===== config.mk =====
export PLATFORM = sky130hd
export DESIGN_NAME = cpu_ctrl_fsm
export DESIGN_NICKNAME = d
export VERILOG_FILES = /design/src/rtl/cpu_ctrl_fsm.sv
export SDC_FILE = /design/constraint.sdc
export NUM_CORES = 1
export LEC_CHECK = 0
export ABC_AREA = 1
export BUFFER_PORTS_ARGS = -buffer_cell sky130_fd_sc_hd__buf_2
export CAP_MARGIN = 5
export CORE_AREA = 2 2 80 97
export DETAILED_ROUTE_END_ITERATION = 12
export DIE_AREA = 0 0 82 99
export GPL_ROUTABILITY_DRIVEN = 0
export HOLD_SLACK_MARGIN = 0.15
export PLACE_DENSITY = 0.74
export SLEW_MARGIN = 20
export SYNTH_ARGS = -nofsm -noshare
export SYNTH_HDL_FRONTEND = slang
export SYNTH_SLANG_ARGS = --single-unit

===== constraint.sdc =====
create_clock -name clk -period 1.9 [get_ports clk]
set_clock_uncertainty 0.15 [all_clocks]
set_input_delay 0.19 -clock clk [delete_from_list [all_inputs] [get_ports clk]]
set_output_delay 0.19 -clock clk [all_outputs]
set_load 0.01 [all_outputs]

===== src/rtl/cpu_ctrl_fsm.sv =====
// Multi-cycle control unit for the 8-bit CPU: fetches 16-bit instructions,
// sequences FETCH/DECODE/EXEC/WB and drives ALU_OP, register-file controls and the PC.
module cpu_ctrl_fsm #(
  parameter int unsigned PC_W  = 8,
  parameter int unsigned CNT_W = 16
) (
  input  logic             clk,
  input  logic             rst_n,
  output logic             imem_req,
  output logic [PC_W-1:0]  imem_addr,
  input  logic             imem_valid,
  input  logic [15:0]      imem_data,
  input  logic             b_pcsrc,
  output logic [6:0]       alu_op,
  output logic [2:0]       rs0_addr,
  output logic [2:0]       rs1_addr,
  output logic             imm_sel,
  output logic [7:0]       imm,
  output logic [2:0]       rd_addr,
  output logic             rf_we,
  output logic             wb_sel,
  output logic [PC_W-1:0]  pc,
  output logic             halted,
  output logic [CNT_W-1:0] instr_cnt
);

  localparam logic [6:0] ALU_IDLE   = 7'h70;
  localparam logic [2:0] FUN_CAL    = 3'd0;
  localparam logic [2:0] FUN_IMM    = 3'd1;
  localparam logic [2:0] FUN_BRANCH = 3'd2;
  localparam logic [2:0] FUN_BJUMP  = 3'd3;
  localparam logic [2:0] FUN_HALT   = 3'd7;

  typedef enum logic [2:0] {
    S_IDLE, S_FETCH, S_DECODE, S_EXEC, S_WB, S_HALT
  } state_e;

  state_e           state_q, state_d;
  logic [15:0]      ir_q, ir_d;
  logic [PC_W-1:0]  pc_q, pc_d;
  logic             taken_q, taken_d;
  logic [CNT_W-1:0] cnt_q, cnt_d;
  logic [6:0]       alu_op_q, alu_op_d;
  logic [2:0]       rs0_q, rs0_d, rs1_q, rs1_d, rd_q, rd_d;
  logic [7:0]       imm_q, imm_d;
  logic             imm_sel_q, imm_sel_d;
  logic             wb_sel_q, wb_sel_d;
  logic             rf_we_q, rf_we_d;
  logic             req_q, req_d;
  logic             halted_q, halted_d;

  // Current-instruction decode (from the latched IR)
  logic [2:0]      fun_c;
  logic [1:0]      op_c;
  logic            is_jal_c, is_cond_c, is_nop_c, writes_c;
  logic [PC_W-1:0] offset_c;
  // Decode of the IR value about to be held (drives operand registers)
  logic [2:0]      fun_n_c;
  logic [1:0]      op_n_c;

  always_comb begin
    fun_c     = ir_q[15:13];
    op_c      = ir_q[12:11];
    is_jal_c  = (fun_c == FUN_BJUMP) && (op_c == 2'd0);
    is_cond_c = (fun_c == FUN_BRANCH) || ((fun_c == FUN_BJUMP) && (op_c != 2'd0));
    is_nop_c  = (fun_c == 3'd4) || (fun_c == 3'd5) || (fun_c == 3'd6);
    writes_c  = (fun_c == FUN_CAL) || (fun_c == FUN_IMM) || is_jal_c;
    offset_c  = is_jal_c ? PC_W'($signed(ir_q[5:0])) : PC_W'($signed(ir_q[2:0]));
  end

  // Next-state, datapath and registered-output logic
  always_comb begin
    state_d = state_q;
    ir_d    = ir_q;
    pc_d    = pc_q;
    taken_d = taken_q;
    cnt_d   = cnt_q;

    unique case (state_q)
      S_IDLE:   state_d = S_FETCH;
      S_FETCH: begin
        if (imem_valid) begin
          state_d = S_DECODE;
          ir_d    = imem_data;
        end
      end
      S_DECODE: state_d = S_EXEC;
      S_EXEC: begin
        if (is_jal_c)       taken_d = 1'b1;
        else if (is_cond_c) taken_d = b_pcsrc;
        else                taken_d = 1'b0;
        if (fun_c == FUN_HALT) begin
          state_d = S_HALT;
          taken_d = 1'b0;
          if (cnt_q != {CNT_W{1'b1}}) cnt_d = cnt_q + CNT_W'(1);
        end else begin
          state_d = S_WB;
        end
      end
      S_WB: begin
        state_d = S_FETCH;
        pc_d    = taken_q ? (pc_q + offset_c) : (pc_q + PC_W'(1));
        if (cnt_q != {CNT_W{1'b1}}) cnt_d = cnt_q + CNT_W'(1);
      end
      S_HALT:   state_d = S_HALT;
      default:  state_d = S_IDLE;
    endcase

    fun_n_c   = ir_d[15:13];
    op_n_c    = ir_d[12:11];
    rd_d      = ir_d[8:6];
    rs0_d     = ir_d[5:3];
    rs1_d     = ir_d[2:0];
    imm_sel_d = (fun_n_c == FUN_IMM) || ((fun_n_c == FUN_CAL) && (op_n_c == 2'd3));
    imm_d     = imm_sel_d ? {5'd0, ir_d[2:0]} : 8'h00;
    wb_sel_d  = (fun_n_c == FUN_BJUMP) && (op_n_c == 2'd0);
    if ((fun_n_c == FUN_BRANCH) || ((fun_n_c == FUN_BJUMP) && (op_n_c != 2'd0))) begin
      rs0_d = ir_d[8:6];
      rs1_d = ir_d[5:3];
    end

    req_d    = (state_d == S_FETCH);
    halted_d = (state_d == S_HALT);
    rf_we_d  = (state_d == S_WB) && writes_c;
    alu_op_d = (((state_d == S_EXEC) || (state_d == S_WB)) && !is_nop_c) ? ir_q[15:9] : ALU_IDLE;
  end

  always_ff @(posedge clk or negedge rst_n) begin
    if (!rst_n) begin
      state_q   <= S_IDLE;
      ir_q      <= '0;
      pc_q      <= '0;
      taken_q   <= 1'b0;
      cnt_q     <= '0;
      alu_op_q  <= ALU_IDLE;
      rs0_q     <= '0;
      rs1_q     <= '0;
      rd_q      <= '0;
      imm_q     <= '0;
      imm_sel_q <= 1'b0;
      wb_sel_q  <= 1'b0;
      rf_we_q   <= 1'b0;
      req_q     <= 1'b0;
      halted_q  <= 1'b0;
    end else begin
      state_q   <= state_d;
      ir_q      <= ir_d;
      pc_q      <= pc_d;
      taken_q   <= taken_d;
      cnt_q     <= cnt_d;
      alu_op_q  <= alu_op_d;
      rs0_q     <= rs0_d;
      rs1_q     <= rs1_d;
      rd_q      <= rd_d;
      imm_q     <= imm_d;
      imm_sel_q <= imm_sel_d;
      wb_sel_q  <= wb_sel_d;
      rf_we_q   <= rf_we_d;
      req_q     <= req_d;
      halted_q  <= halted_d;
    end
  end

  assign imem_req  = req_q;
  assign imem_addr = pc_q;
  assign pc        = pc_q;
  assign alu_op    = alu_op_q;
  assign rs0_addr  = rs0_q;
  assign rs1_addr  = rs1_q;
  assign rd_addr   = rd_q;
  assign imm       = imm_q;
  assign imm_sel   = imm_sel_q;
  assign wb_sel    = wb_sel_q;
  assign rf_we     = rf_we_q;
  assign halted    = halted_q;
  assign instr_cnt = cnt_q;

endmodule


==> metrics.md <==
| Metric | Value |
|---|---|
| Status | complete, but fails checks |
| Failing checks | negative setup slack |
| Num CTS Buffers | 9 |
| Cell Chain, Critical Path | nand2_2 -> nor2_4 -> nand2_4 -> nand2_4 -> nand2_4 -> nand2_4 -> inv_4 -> ha_4 -> nand2_2 -> nor2_1 -> nand2_1 -> nand2_2 -> inv_1 -> nand2_2 -> nand3_1 -> nand2_1 -> nand2_1 |
| Die footprint | 8118 um^2 |
| Post-synth EDFFs | 0 |
| Most instantiated cells after synthesis | nand2_1, dfrtp_1, inv_1 |
| Final slew viol count | 0 |
| CP endpoint kind | register |
| Area contributors post-synth | dfrtp_1, nand2_1, inv_1 |
| Site Rows | 34 |
| Overall Power | 0.007218 W |
| Worst R2R Setup Slack | -0.16 ns |
| Max IR drop VDD | 0.8282 mV |
| Die width | 82 um |
| RSZ-0062 raised after global routing | true |
| Hold_ws | 0.2435 ns |
| R2r startpoint | ir_q[13] |
| Lkg Pwr | 2.453 nW |
| Syn avg cell area | 8.249 um^2 |
| Initial Utilization | 46.74% |
| Worst setup SP type | register |
| Synth area leader | dfrtp_1 |
| Post-synth ARST share | 100.0% |
| Crit-path max cell delay | 0.36 ns |
| Pwr dens | 1584 nW/um^2 |
| Post-route ant nets | 0 |
| Most used DFF post-synth | dfrtp_1 |
| N_diodes | 0 |
| Synth Instances | 405 |
| Iter 0 DRT Violations | 90 |
| Fill cells | 603 |
| Final worst slack | -0.1627 ns |
| Hold Vio Cnt, Final | 0 |
| Synth top area share | 46.44% |
| Highest Clock Rate | 0.4848 GHz |
| Worst-path clk slew | 0.08 ns |
| Register bit total from synthesis | 65 |
| WP data required | 1.99 ns |
| Util after Layout | 63.78% |
| Worst skew pair latency | 0.35 ns |
| Hold/Removal Path Class | input port to async pin |
| Reg2reg end | imem_addr[7] |
| Crit Path Category | register to register |
| Share of layout cells above drive strength 1 | 33.90% |
| Antenna violations before repair | 0 |
| Global-route wire length before repair | 12710 um |
| # setup viols final | 4 |
| Post-Synthesis Cell Area | 3341 um^2 |
| Largest net degree at the start of global routing | 66 |
| Sink Count | 65 |
| Final #Nets | 555 |
| Core area | 7147 um^2 |
| Arr. time, crit path | 2.15 ns |
| Most frequent cell after synthesis | nand2_1 |
| Die H | 99 um |
| Number of I/O pins | 81 |
| Vias | 3017 |
| I/O Buffers | 75 |
| Worst-case clock buffer depth | 2 |
| CP max stage cell | dfrtp_1 |
| Vias in the first global route | 2891 |
| Final Cycle Share | 108.6% |
| CTS tree | built |
| Critical path startpoint | ir_q[13] |
| Vias/cell | 4.858 |
| Max cap viols | 0 |
| H-tree depth | 3 |
| Worst Path Max Fanout | 3 |
| Synth Warn # | 0 |
| Post-Place Worst Slack | -0.2785 ns |
| Distinct cell type count after synthesis | 31 |
| Grt ovf | 0 |
| Total GRT Usage | 20.39% |
| Depth of the most critical reg-to-reg path | 17 |
| DRT Wirelength | 7900 um |
| Sequential share of the synthesized area | 48.80% |
| Area added between synthesis and finish | 36.44% |
| Post-DP HPWL | 5544 um |
| DRT Pass-1 Iters | 4 |
| Tmin final | 2.063 ns |
| Wire per inst | 12.72 um |
| Root Buffer | clkbuf_8 |
| DRC | 0 |
[routing by layer]
metal	vias to the layer above	GRT usage, %	routed length (um)
met3	16	4.670	412
met1	1414	23.02	3155
met4	0	7.821	175
li1	1484	-	-
met2	103	36.40	4156
met5	-	0	0
[worst max path at each step]
stage                              end  slack [ns]  cells past startpoint
final                     imem_addr[7]       -0.16                     17
after global routing      imem_addr[7]       -0.31                     17
after CTS                 imem_addr[7]       -0.16                     14
after detailed placement  imem_addr[7]       -0.28                     17
after global placement    imem_addr[7]       -0.15                     16
after floorplan           imem_addr[7]       -0.12                     17
[cells by family (layout without fill, tap and decap cells)]
kind of cell / Yosys count / in the layout / synth area share (%)
adders and majority gates: 9 / 9 / 3.596
and+or+nand+nor: 213 / 213 / 28.46
xor gates and xnor gates: 15 / 15 / 3.933
other: 1 / 5 / 0.1123
AOI/OAI and AO/OA: 24 / 24 / 3.783
muxes: 1 / 1 / 0.2996
buffers and inverters: 77 / 199 / 11.01
DFF: 65 / 65 / 48.80
[critical path: cells and delay by family (launching register included)]
| kind | cells | cell delay (ns) |
|---|---|---|
| AND/OR/NAND/NOR | 14 | 1.07 |
| adder cells (fa/ha/maj) | 1 | 0.28 |
| flip-flops | 1 | 0.36 |
| buffers and inverters | 2 | 0.10 |
[sequential cells by signal, indices dropped and copies added (netlist names), 2 cells and up]
register   flops
alu_op         7
imem_addr      8
rd_addr        2
instr_cnt     16
imm            3
rs0_addr       3
ir_q          14
state_q        3
rs1_addr       3
[timing repair]
action / CTS / global route
cloned: 0 / 0
endpoints found under the hold margin: 93 / 0
buffers inserted: 6 / 4
gates resized for setup: 16 / 30
pin swaps: 9 / 18
hold buffers: 19 / 0
endpoints found under the setup margin: 5 / 22
[placed cells by master, fill, tap and decap left out, types with 11 or more instances in the layout]
cell and n:
xor2_1 14, dfrtp_1 60, dlygate4sd3_1 19, buf_2 75, buf_4 30, o21ai_0 13, nand2_2 11, nand3_1 24
nor2_1 26, nand2_1 108, inv_1 52
[power by group]
part | switching [W] | internal, W
logic | 0.00205 | 0.00149
clock network | 0.000569 | 0.000879
registers | 0.000340 | 0.00189
total | 0.00296 | 0.00426
[area by class of cell]
type	instances	area, um^2	area share (%)
sequential	65	1633	35.82
multi-input combinational	267	1531	33.60
clock buffer	10	127.6	2.800
inverter	57	216.5	4.749
timing repair buffer	126	822.0	18.03
clock inverter	6	115.1	2.525
tap	90	112.6	2.470
[stage by stage]
stage / cell area (um^2) / cells / TNS, ns
after detailed placement: 3895 / 576 / -0.7480
after global placement: 3895 / 576 / -0.4160
after floorplan: 3383 / 409 / -0.1855
after global routing: 4558 / 621 / -1.090
final: 4558 / 621 / -0.3762
after CTS: 4423 / 617 / -0.3931
(Power assumes the default switching activity.)
